## src/rtl/chacha_pkg.sv

```systemverilog
// Shared constants, state encoding and helpers for the ChaCha quarter-round engine.
package chacha_pkg;

    localparam int unsigned ROT0 = 16;
    localparam int unsigned ROT1 = 12;
    localparam int unsigned ROT2 = 8;
    localparam int unsigned ROT3 = 7;

    localparam int ADDR_WORD_HI = 3;
    localparam int ADDR_WORD_LO = 2;
    localparam int ADDR_LANE_HI = 1;
    localparam int ADDR_LANE_LO = 0;

    typedef enum logic [1:0] {
        IDLE = 2'd0,
        RUN  = 2'd1,
        FF   = 2'd2
    } state_t;

    function automatic logic [31:0] rotl32(input logic [31:0] x, input int unsigned n);
        return (x << n) | (x >> (32 - n));
    endfunction

endpackage

```

## src/rtl/chacha_qr_step.sv

```systemverilog
// One ARX step of the ChaCha quarter-round; the step index picks which quarter of the round runs.
module chacha_qr_step
    import chacha_pkg::*;
(
    input  logic [1:0]  step_i,
    input  logic [31:0] a_i,
    input  logic [31:0] b_i,
    input  logic [31:0] c_i,
    input  logic [31:0] d_i,
    output logic [31:0] a_o,
    output logic [31:0] b_o,
    output logic [31:0] c_o,
    output logic [31:0] d_o
);

    always_comb begin
        a_o = a_i;
        b_o = b_i;
        c_o = c_i;
        d_o = d_i;
        case (step_i)
            2'd0: begin
                a_o = a_i + b_i;
                d_o = rotl32(d_i ^ a_o, ROT0);
            end
            2'd1: begin
                c_o = c_i + d_i;
                b_o = rotl32(b_i ^ c_o, ROT1);
            end
            2'd2: begin
                a_o = a_i + b_i;
                d_o = rotl32(d_i ^ a_o, ROT2);
            end
            default: begin
                c_o = c_i + d_i;
                b_o = rotl32(b_i ^ c_o, ROT3);
            end
        endcase
    end

endmodule

```

## src/rtl/chacha_qr_engine.sv

```systemverilog
// Iterating ChaCha quarter-round engine behind a byte-serial load/readback port.
module chacha_qr_engine
    import chacha_pkg::*;
#(
    parameter int COUNT_W     = 8,
    parameter bit FEEDFORWARD = 1'b1
) (
    input  logic               clk,
    input  logic               rst_n,
    input  logic [7:0]         data_in,
    input  logic [3:0]         addr,
    input  logic               wr_en,
    input  logic               start,
    input  logic [COUNT_W-1:0] cfg_iters,
    input  logic               ff_en,
    output logic [7:0]         data_out,
    output logic               busy,
    output logic               done
);

    state_t             state_q, state_d;
    logic [31:0]        w_q [4];
    logic [31:0]        w_d [4];
    logic [31:0]        s_q [4];
    logic [31:0]        step_w [4];
    logic [1:0]         step_q, step_d;
    logic [COUNT_W-1:0] iter_q, iter_d;
    logic               ff_q, ff_d;
    logic               done_q, done_d;
    logic               snap_load;
    logic [7:0]         dout_q;
    logic [1:0]         wsel, lsel;
    logic [31:0]        wr_word;

    assign wsel = addr[ADDR_WORD_HI:ADDR_WORD_LO];
    assign lsel = addr[ADDR_LANE_HI:ADDR_LANE_LO];

    always_comb begin
        wr_word = w_q[wsel];
        wr_word[{lsel, 3'b000} +: 8] = data_in;
    end

    chacha_qr_step u_step (
        .step_i (step_q),
        .a_i    (w_q[0]),
        .b_i    (w_q[1]),
        .c_i    (w_q[2]),
        .d_i    (w_q[3]),
        .a_o    (step_w[0]),
        .b_o    (step_w[1]),
        .c_o    (step_w[2]),
        .d_o    (step_w[3])
    );

    always_comb begin
        state_d   = state_q;
        step_d    = step_q;
        iter_d    = iter_q;
        ff_d      = ff_q;
        done_d    = 1'b0;
        snap_load = 1'b0;
        for (int i = 0; i < 4; i++) w_d[i] = w_q[i];
        case (state_q)
            IDLE: begin
                // The write is merged before the snapshot so a same-cycle start sees it.
                if (wr_en) w_d[wsel] = wr_word;
                if (start) begin
                    iter_d    = cfg_iters;
                    ff_d      = FEEDFORWARD && ff_en;
                    step_d    = 2'd0;
                    snap_load = 1'b1;
                    if (cfg_iters != '0) state_d = RUN;
                    else if (ff_d)       state_d = FF;
                    else                 done_d  = 1'b1;
                end
            end
            RUN: begin
                for (int i = 0; i < 4; i++) w_d[i] = step_w[i];
                step_d = step_q + 2'd1;
                if (step_q == 2'd3) begin
                    iter_d = iter_q - COUNT_W'(1);
                    if (iter_d == '0) begin
                        state_d = ff_q ? FF : IDLE;
                        done_d  = !ff_q;
                    end
                end
            end
            FF: begin
                for (int i = 0; i < 4; i++) w_d[i] = w_q[i] + s_q[i];
                state_d = IDLE;
                done_d  = 1'b1;
            end
            default: state_d = IDLE;
        endcase
    end

    always_ff @(posedge clk) begin
        if (!rst_n) begin
            state_q <= IDLE;
            step_q  <= '0;
            iter_q  <= '0;
            ff_q    <= 1'b0;
            done_q  <= 1'b0;
            dout_q  <= '0;
            for (int i = 0; i < 4; i++) w_q[i] <= '0;
        end else begin
            state_q <= state_d;
            step_q  <= step_d;
            iter_q  <= iter_d;
            ff_q    <= ff_d;
            done_q  <= done_d;
            dout_q  <= w_q[wsel][{lsel, 3'b000} +: 8];
            for (int i = 0; i < 4; i++) w_q[i] <= w_d[i];
        end
    end

    generate
        if (FEEDFORWARD) begin : g_snap
            always_ff @(posedge clk) begin
                if (!rst_n) begin
                    for (int i = 0; i < 4; i++) s_q[i] <= '0;
                end else if (snap_load) begin
                    for (int i = 0; i < 4; i++) s_q[i] <= w_d[i];
                end
            end
        end else begin : g_no_snap
            always_comb begin
                for (int i = 0; i < 4; i++) s_q[i] = '0;
            end
        end
    endgenerate

    assign data_out = dout_q;
    assign busy     = (state_q != IDLE);
    assign done     = done_q;

endmodule

```

## config.mk

```make
export PLATFORM = sky130hd
export DESIGN_NAME = chacha_qr_engine
export DESIGN_NICKNAME = d
export VERILOG_FILES = /design/src/rtl/chacha_pkg.sv /design/src/rtl/chacha_qr_step.sv /design/src/rtl/chacha_qr_engine.sv
export SDC_FILE = /design/constraint.sdc
export NUM_CORES = 1
export LEC_CHECK = 0
export CAP_MARGIN = 20
export CELL_PAD_IN_SITES_DETAIL_PLACEMENT = 1
export CELL_PAD_IN_SITES_GLOBAL_PLACEMENT = 2
export CORE_MARGIN = 3
export CORE_UTILIZATION = 40
export DETAILED_ROUTE_END_ITERATION = 6
export GPL_ROUTABILITY_DRIVEN = 1
export PLACE_DENSITY = 0.79
export SYNTH_ARGS = -nofsm -noshare
export SYNTH_HDL_FRONTEND = slang
export SYNTH_SLANG_ARGS = --single-unit
```

## constraint.sdc

```tcl
create_clock -name clk -period 16.2 [get_ports clk]
set_clock_uncertainty 0.2 [all_clocks]
set_input_delay 4.05 -clock clk [delete_from_list [all_inputs] [get_ports clk]]
set_output_delay 4.05 -clock clk [all_outputs]
set_load 0.02 [all_outputs]
```

Word-level counts from Yosys, hierarchy flattened. Memories as Yosys holds them, arrays and structs flattened. Index checks and enable logic that the tools add are counted.

Memory bits (read-only): 0. Latch bits: 0. Memories kept: 2. Bits in writable memories: 256. Flip-flop bits (word level): 22. Output and inout port bits: 10. Word-level logic and storage cells: 102.

Reduce and logical (&&, ||, !) cells: 13. Shift-type cells: 3. Magnitude comparators: 2. Multiplexer cells: 43. Divide/modulo/power cells: 0. Add/subtract/negate cells: 9. Multiply operators: 0. Eq/ne operators: 9. Bitwise operators: 15.

Memories: s_q (words 4, width 32, rd ports 4, clocked after memory_dff 0, write ports 4, line chacha_qr_engine.sv:24) `logic [31:0] s_q [4];`; w_q (words 4, width 32, rd ports 5, clocked after memory_dff 0, write ports 4, line chacha_qr_engine.sv:22) `logic [31:0] w_q [4];`.

Operators by type and width (count): 128-bit case mux with 3 select lines (1); 32-bit two-way mux (11); 32-bit adder (6); 128-bit bitwise mux (1); 128-bit two-way mux (1); 32-bit case mux with 2 select lines (2); 32-bit demux with 2-bit select (1); 32-bit XOR (2); 32-bit bitwise mux (1); 32-bit by 12-bit OR with 32-bit output (1); 32-bit by 16-bit OR with 32-bit output (1); 32-bit by 7-bit OR with 32-bit output (1); 32-bit by 8-bit OR with 32-bit output (1); 8-bit by 7-bit variable shift with 32-bit output, first input constant (1); 32-bit by 6-bit variable part select with 8-bit output (1); 8-bit by 7-bit variable part select with 32-bit output (1); 8-bit two-way mux (2); 8-bit case mux with 2 select lines (1); 2-bit two-way mux (7); 1-bit two-way mux (12); 8-bit logical NOT (1); 1-bit OR (8); 2-bit case mux with 2 select lines (2); 8-bit nonzero test (1); 19 further kinds (27).

Longest topological paths before layout. Gate-level depths: netlist of run 1.

Depth in word-level cells: 9. Depth in mapped cells: 14. Gate-level depth less buffers: 13.

Hierarchy. From an unflattened synthesis of run 1, not the netlist that was laid out.

Cells, all modules: 3281. Area, all modules: 27331.2 sq um.

By module, submodules not included: chacha_qr_engine (times used 1, cells each 2394, seq. area each 6846.6 sq um, area an instance 21199.1 sq um); chacha_qr_step (times used 1, cells each 887, seq. area each 0.0 sq um, area an instance 6132.1 sq um).

Worst setup path before layout of run 1. OpenSTA, ideal clock, no wires.

Path type: input -> register. Start: input port rst_n. End: memory s_q[0][0] (enable). Setup slack: 7.964 ns. Stages on the path: 4. Data arrival time: 6.927 ns. Library setup time: 1.109 ns. Cell sequence: clkbuf_1 clkbuf_1 clkbuf_1 nand2_1.

RTL lines: start: declaration (line chacha_qr_engine.sv:9) `input logic rst_n,`; end: declaration (line chacha_qr_engine.sv:24).

==> qor.txt, run 1 <==
outcome: complete, no violations
max_slew headroom: 0.0747
hold bufs inserted after CTS: 0
Seq/Total Area, Yosys: 0.269
Compound-Gate Fraction of Synth Area: 0.300
Period Utilization, post-route: 0.499
critical path type: in2reg
DRC marker count from the first detailed-route iteration: 3,705
Worst Path Arrival: 8.21 ns
Worst Max-Slew Pin Slew: 1.39 ns
most common cell in the synthesized netlist: nor2_1
area added between synthesis and finish: 10.5%
chip height: 258 um
htree depth: 2
initial antenna violation count: 11
hold path depth: 2
TritonRoute pass-1 iters: 6
top_reg_cell synth: dfxtp_1
post-synthesis mux area share: 0.0407
vias in the first global route: 27,100
hold_sp: ff_q
Worst Setup End Kind: flop
list of most frequent post-synthesis cells: 365 x nor2_1, 320 x a21oi_1, 245 x nand2_1
Synth area leader: edfxtp_1
CTS sink cnt: 278
Tightest Hold Check Type: reg2reg
Mapped Cells: 3,096
synthesized flop and latch total: 278
die footprint: 66,700 um^2
hold path endpoint: ff_q
DR vias: 27,800
MaxCap Viol Count: 0
HPWL after DPL: 109,000 um
total negative setup slack: 0 ns
Total Routed Length: 144,000 um
DRC viols: 0
CTS buffer count: 38
CTS tree: yes
Worst Path Required: 16.33 ns
PortBufs: 34
share of layout cells above drive strength 1: 0.0832
unrepaired setup endpoints after global routing: false
initial core utilization: 0.408
Post-Synth Simple-Gate Area: 0.169
startpoint types: input pin
total core area: 62,400 um^2
r2r endpoint: s_q[0][6]
Congestion Overflow GR: 0
Adder-Cell Fraction of Synth Area: 0.102
Top-Level Pins: 35
Core Rows: 91
Clock Tree Buf Depth: 3
Syn Std Cell Area: 25,500 um^2
Max Fclk: 124 MHz
Post-synth EDFFs: 128
fill cell count: 7,508
Post-CTS Resized: 0
Tot GR Track Use: 0.418
Worst R2R Setup Slack: 10.22 ns
post-CTS setup repair buffer count: 0
maximum vdd ir drop: 0.0672 mV
fin. max-slew vios: 0
share of Yosys cell area claimed by the top area cell type: 0.151
Pwr per Cell Area: 93.7 nW/um^2
worst skew pair latency: 0.59 ns
Routed Antenna Nets: 0
Clock Tree Root: clkbuf_16
Post-Synth XOR/XNOR Area: 0.0833
mean post-synth cell area: 8.23 um^2
Cell variety after synth: 102
CTS clk-pin slew, worst paths: 0.06 ns
first-pass GRT wire length: 202,000 um
Post-synth ARST share: 0
largest family of logic cells by synthesized area: compound AO/OA/AOI/OAI gates
synth top area cells: edfxtp_1 15%, dfxtp_1 12%, ha_1 9.7%, a21oi_1 6.3%, nor2_1 5.4%
reg2reg path depth: 12
static leakage: 11.2 nW
minimum clock period: 8.08 ns
RR Startpoint: step_q[0]
CP startpoint: addr[0]
WL/cell: 36.4 um
GP Congestion: 1.09
Syn Nets: 3,324
fin nets: 3,313
Setup violations, final: 0
via-per-instance ratio: 7.04
largest net degree at the start of global routing: 72
Die W: 258 um
Max Fanout on Critical Path: 10
final hold slack: 0.283 ns
final hold viol count: 0
Syn. warnings: 0
[flip-flops by register name (all words and copies together), names as in the netlist]
register	flops
data_out	8
done	1
ff_q	1
iter_q	8
s_q	128
state_q	2
step_q	2
w_q	128
[final cells by class]
class | instances | area (um^2) | share of cell area
sequential | 278 | 6850 | 0.243
antenna | 3 | 7.51 | 0.000267
multi-input combinational | 2576 | 17700 | 0.630
inverter | 74 | 278 | 0.00987
clock buffer | 51 | 1080 | 0.0384
tap | 837 | 1050 | 0.0372
timing repair buffer | 117 | 963 | 0.0342
clock inverter | 17 | 198 | 0.00702
[layer usage]
layer / GRT usage / routed length (um) / share of wire / vias to the layer above
met5: 0 / 41 / 0.00029 / -
met4: 0.255 / 11100 / 0.077 / 6
met3: 0.125 / 17800 / 0.12 / 508
met2: 0.612 / 59000 / 0.41 / 1839
met1: 0.539 / 55900 / 0.39 / 13800
li1: - / - / - / 11600
[cells in the final DEF, fill, tap and decap left out, drive strengths merged, types with 31 or more instances in the layout]
cell,instances
nor2,367
nand3,40
a211oi,104
edfxtp,128
a22oi,39
a31oi,36
clkdlybuf4s50,31
nand2,245
buf,86
mux4,40
a21oi,324
and3,31
inv,71
and2,60
xnor2,127
ha,197
clkbuf,51
o211ai,35
nor3,58
dfxtp,150
a221oi,44
nor2b,33
xor2,90
o21ai,243
a21o,72
[worst max-delay path by stage]
stage	to	slack, ns	cells after the start
after CTS	s_q[3][18]	8.26	10
after detailed placement	s_q[3][18]	7.67	10
after floorplan	s_q[0][0]	7.96	4
after global routing	s_q[3][18]	7.84	10
final	s_q[0][14]	8.12	10
after global placement	s_q[2][13]	7.67	10
[worst max-delay path: stages]
cell and delay, ns:
clkdlybuf4s50_1 0.83, clkinv_1 0.49, ha_1 0.51, nand2_1 0.11, nor3_2 0.09, a22oi_1 1.09, o21ai_0 0.26, a222oi_1 0.42
o21ai_0 0.16, and2_1 0.19
[metrics by stage]
step | util | cell area [um^2] | instances | worst slack [ns] | total power [mW]
3_5_place_dp | 0.431 | 26900 | 3882 | 7.67 | 1.70
3_3_place_gp | 0.430 | 26900 | 3881 | 7.67 | 1.68
5_1_grt | 0.451 | 28100 | 3951 | 7.84 | 2.70
2_1_floorplan | - | 25500 | 3096 | 7.96 | 1.34
4_1_cts | 0.451 | 28100 | 3950 | 8.26 | 2.60
6_report | 0.451 | 28200 | 3953 | 8.12 | 2.64
[report_power, final]
group | switching, mW | total, mW | internal [mW]
Combinational | 0.587 | 0.856 | 0.269
Clock | 0.371 | 0.903 | 0.532
Sequential | 0.0908 | 0.879 | 0.788
[cells by family (layout without fill, tap and decap cells)]
logic type | after synthesis | after routing
flip-flops | 278 | 278
XOR/XNOR | 226 | 226
buffers and inverters | 242 | 259
AND/OR/NAND/NOR | 935 | 935
other | 0 | 3
multiplexers | 53 | 53
adder cells (fa/ha/maj) | 203 | 203
AO/OA/AOI/OAI | 1159 | 1159
(Power assumes the default switching activity.)
==> inputs of run 2 (changes only) <==
==> constraint.sdc (replaced) <==
create_clock -name clk -period 7.6 [get_ports clk]
set_clock_uncertainty 0.2 [all_clocks]
set_input_delay 1.9 -clock clk [delete_from_list [all_inputs] [get_ports clk]]
set_output_delay 1.9 -clock clk [all_outputs]
set_load 0.02 [all_outputs]
==> run 2 against run 1 <==
  * The flow now finishes with violations (DRC, slew limit)
  * Sequential share of layout area shrank 0.094 points
  * Hold slack improved by 0.013 ns
  * Register-to-register slack got worse by 8.0 ns
  * Setup slack worse by 6.1 ns
  * Total power rose by 110%
  * Clock power grew 120%
  * Critical endpoint is now w_q[3][23]
  * Largest power group unchanged
==> qor.txt, run 2 (synthesis gave the netlist of run 1 again) <==
outcome: finished, violations left
failing checks: DRC, slew limit
DRC marker count from the first detailed-route iteration: 3,224 (-13%)
WL/cell: 36.6 um (+0.57%)
Max Fclk: 178 MHz
GP Congestion: 1.03 (-4.8%)
biggest regs: s_q: 128 flops, w_q: 128 flops
CTS tree: yes
TritonRoute pass-1 iters: 6 (unchanged)
share of layout cells above drive strength 1: 0.0861 (+0.00291)
Die W: 258 um (unchanged)
Worst Path Required: 7.89 ns (-8.44 ns)
max_slew headroom: -0.0408 (-0.115)
Tot GR Track Use: 0.424 (+0.00628)
HPWL after DPL: 111,000 um (+1.8%)
DR vias: 27,900 (+0.18%)
critical path type: in2reg
part of the power in combinational logic: 0.325 (about the same)
area added between synthesis and finish: 11.0%
Core Rows: 91 (unchanged)
final hold viol count: 0 (unchanged)
Period Utilization, post-route: 0.738
sequential power share: 0.330 (-0.003)
largest net degree at the start of global routing: 80 (+11%)
Max Fanout on Critical Path: 10 (unchanged)
PortBufs: 34 (unchanged)
Worst Max-Slew Pin Slew: 1.56 ns (+0.173 ns)
Total Routed Length: 145,000 um (+1.1%)
Routed Antenna Nets: 0 (unchanged)
final hold slack: 0.296 ns (+0.0128 ns)
initial antenna violation count: 16 (+5)
DRC viols: 6 (+6)
Post-CTS Resized: 0 (unchanged)
worst skew pair latency: 0.60 ns (about the same)
power share of the clock group: 0.346 (+0.004)
CTS sink cnt: 278 (unchanged)
htree depth: 2 (unchanged)
total negative setup slack: 0 ns (unchanged)
Power Internal: 3.41 mW (+110%)
first-pass GRT wire length: 204,000 um (+1.1%)
via-per-instance ratio: 7.02 (-0.33%)
commonest non-fill, non-tap cell in the layout: nor2_1
CTS buffer count: 39 (+2.6%)
Top-Level Pins: 35 (unchanged)
Pwr per Cell Area: 200 nW/um^2 (+110%)
Clock Tree Root: clkbuf_16
post-CTS setup repair buffer count: 0 (unchanged)
Setup violations, final: 0 (unchanged)
Clock Tree Buf Depth: 3 (unchanged)
Worst Path Arrival: 5.90 ns (-2.31 ns)
chip height: 258 um (unchanged)
total core area: 62,400 um^2 (unchanged)
CTS clk-pin slew, worst paths: 0.06 ns (about the same)
fin. max-slew vios: 4 (+4)
hold bufs inserted after CTS: 0 (unchanged)
Congestion Overflow GR: 0 (unchanged)
Tightest Hold Check Type: reg2reg
maximum vdd ir drop: 0.168 mV (+150%)
Sw Share: 0.399 (+0.00113)
unrepaired setup endpoints after global routing: false
Worst Setup End Kind: flop
minimum clock period: 5.61 ns
startpoint types: input pin
die footprint: 66,700 um^2 (unchanged)
MaxCap Viol Count: 0 (unchanged)
initial core utilization: 0.408 (unchanged)
vias in the first global route: 27,600 (+1.8%)
static leakage: 11.3 nW (+0.54%)
fin nets: 3,321 (+0.24%)
fill cell count: 7,471 (-0.49%)
most frequent cells in the layout: 360 x nor2_1, 320 x a21oi_1, 242 x nand2_1, 225 x o21ai_0, 197 x ha_1
P_sw: 2.26 mW (+120%)
==> run 2: worst max-delay path: stages <==
cell and delay (ns):
clkdlybuf4s50_1 0.45, buf_4 0.23, clkinv_1 0.38, ha_1 0.54, nor4b_2 0.67, a22oi_1 0.43, nor2_1 0.67, a21oi_1 0.17
nor2_1 0.13, a21oi_1 0.06, a221oi_1 0.25
==> run 2: routing by layer <==
layer	GRT usage	part of all wire	vias up
met3	0.122	0.11	533
li1	-	-	11700
met5	0	0.00026	-
met1	0.530	0.39	13900
met4	0.286	0.082	6
met2	0.634	0.42	1771
==> run 2: cell type report <==
type / instances / area [um^2] / share of cell area
Antenna cell: 12 / 30.0 / 0.00106
Clock buffer: 54 / 1090 / 0.0387
Clock inverter: 18 / 211 / 0.00748
Inverter: 74 / 278 / 0.00983
Multi-Input combinational cell: 2576 / 17700 / 0.627
Sequential cell: 278 / 6850 / 0.243
Tap cell: 837 / 1050 / 0.0371
Timing Repair Buffer: 124 / 1020 / 0.0362
==> run 2: worst paths after layout <==
path                  start          to  slack [ns]  depth (start not counted)
setup / recovery    addr[0]  w_q[3][23]        1.99                         11
hold / removal         ff_q        ff_q        0.30                          2
setup reg to reg  step_q[0]   s_q[0][6]        2.22                         12
hold reg to reg        ff_q        ff_q        0.30                          2
==> run 2: stage by stage <==
stage,total power [mW],setup WS (ns),area (um^2),utilization,instances
final,5.66,1.99,28300,0.453,3973
after global routing,5.78,1.85,28200,0.452,3961
after CTS,5.57,2.26,28200,0.452,3959
after detailed placement,3.62,1.68,26900,0.431,3887
after global placement,3.58,1.64,26900,0.431,3885
after floorplan,2.86,1.51,25500,-,3096
==> run 2: power by group through the flow <==
| stage | combinational, mW | clock, mW | sequential (mW) |
|---|---|---|---|
| after detailed placement | 1.73 | 0 | 1.89 |
| after global routing | 1.91 | 2.01 | 1.86 |
| after floorplan | 1.06 | 0 | 1.80 |
| final | 1.84 | 1.96 | 1.87 |
| after CTS | 1.75 | 1.96 | 1.85 |
| after global placement | 1.70 | 0 | 1.88 |
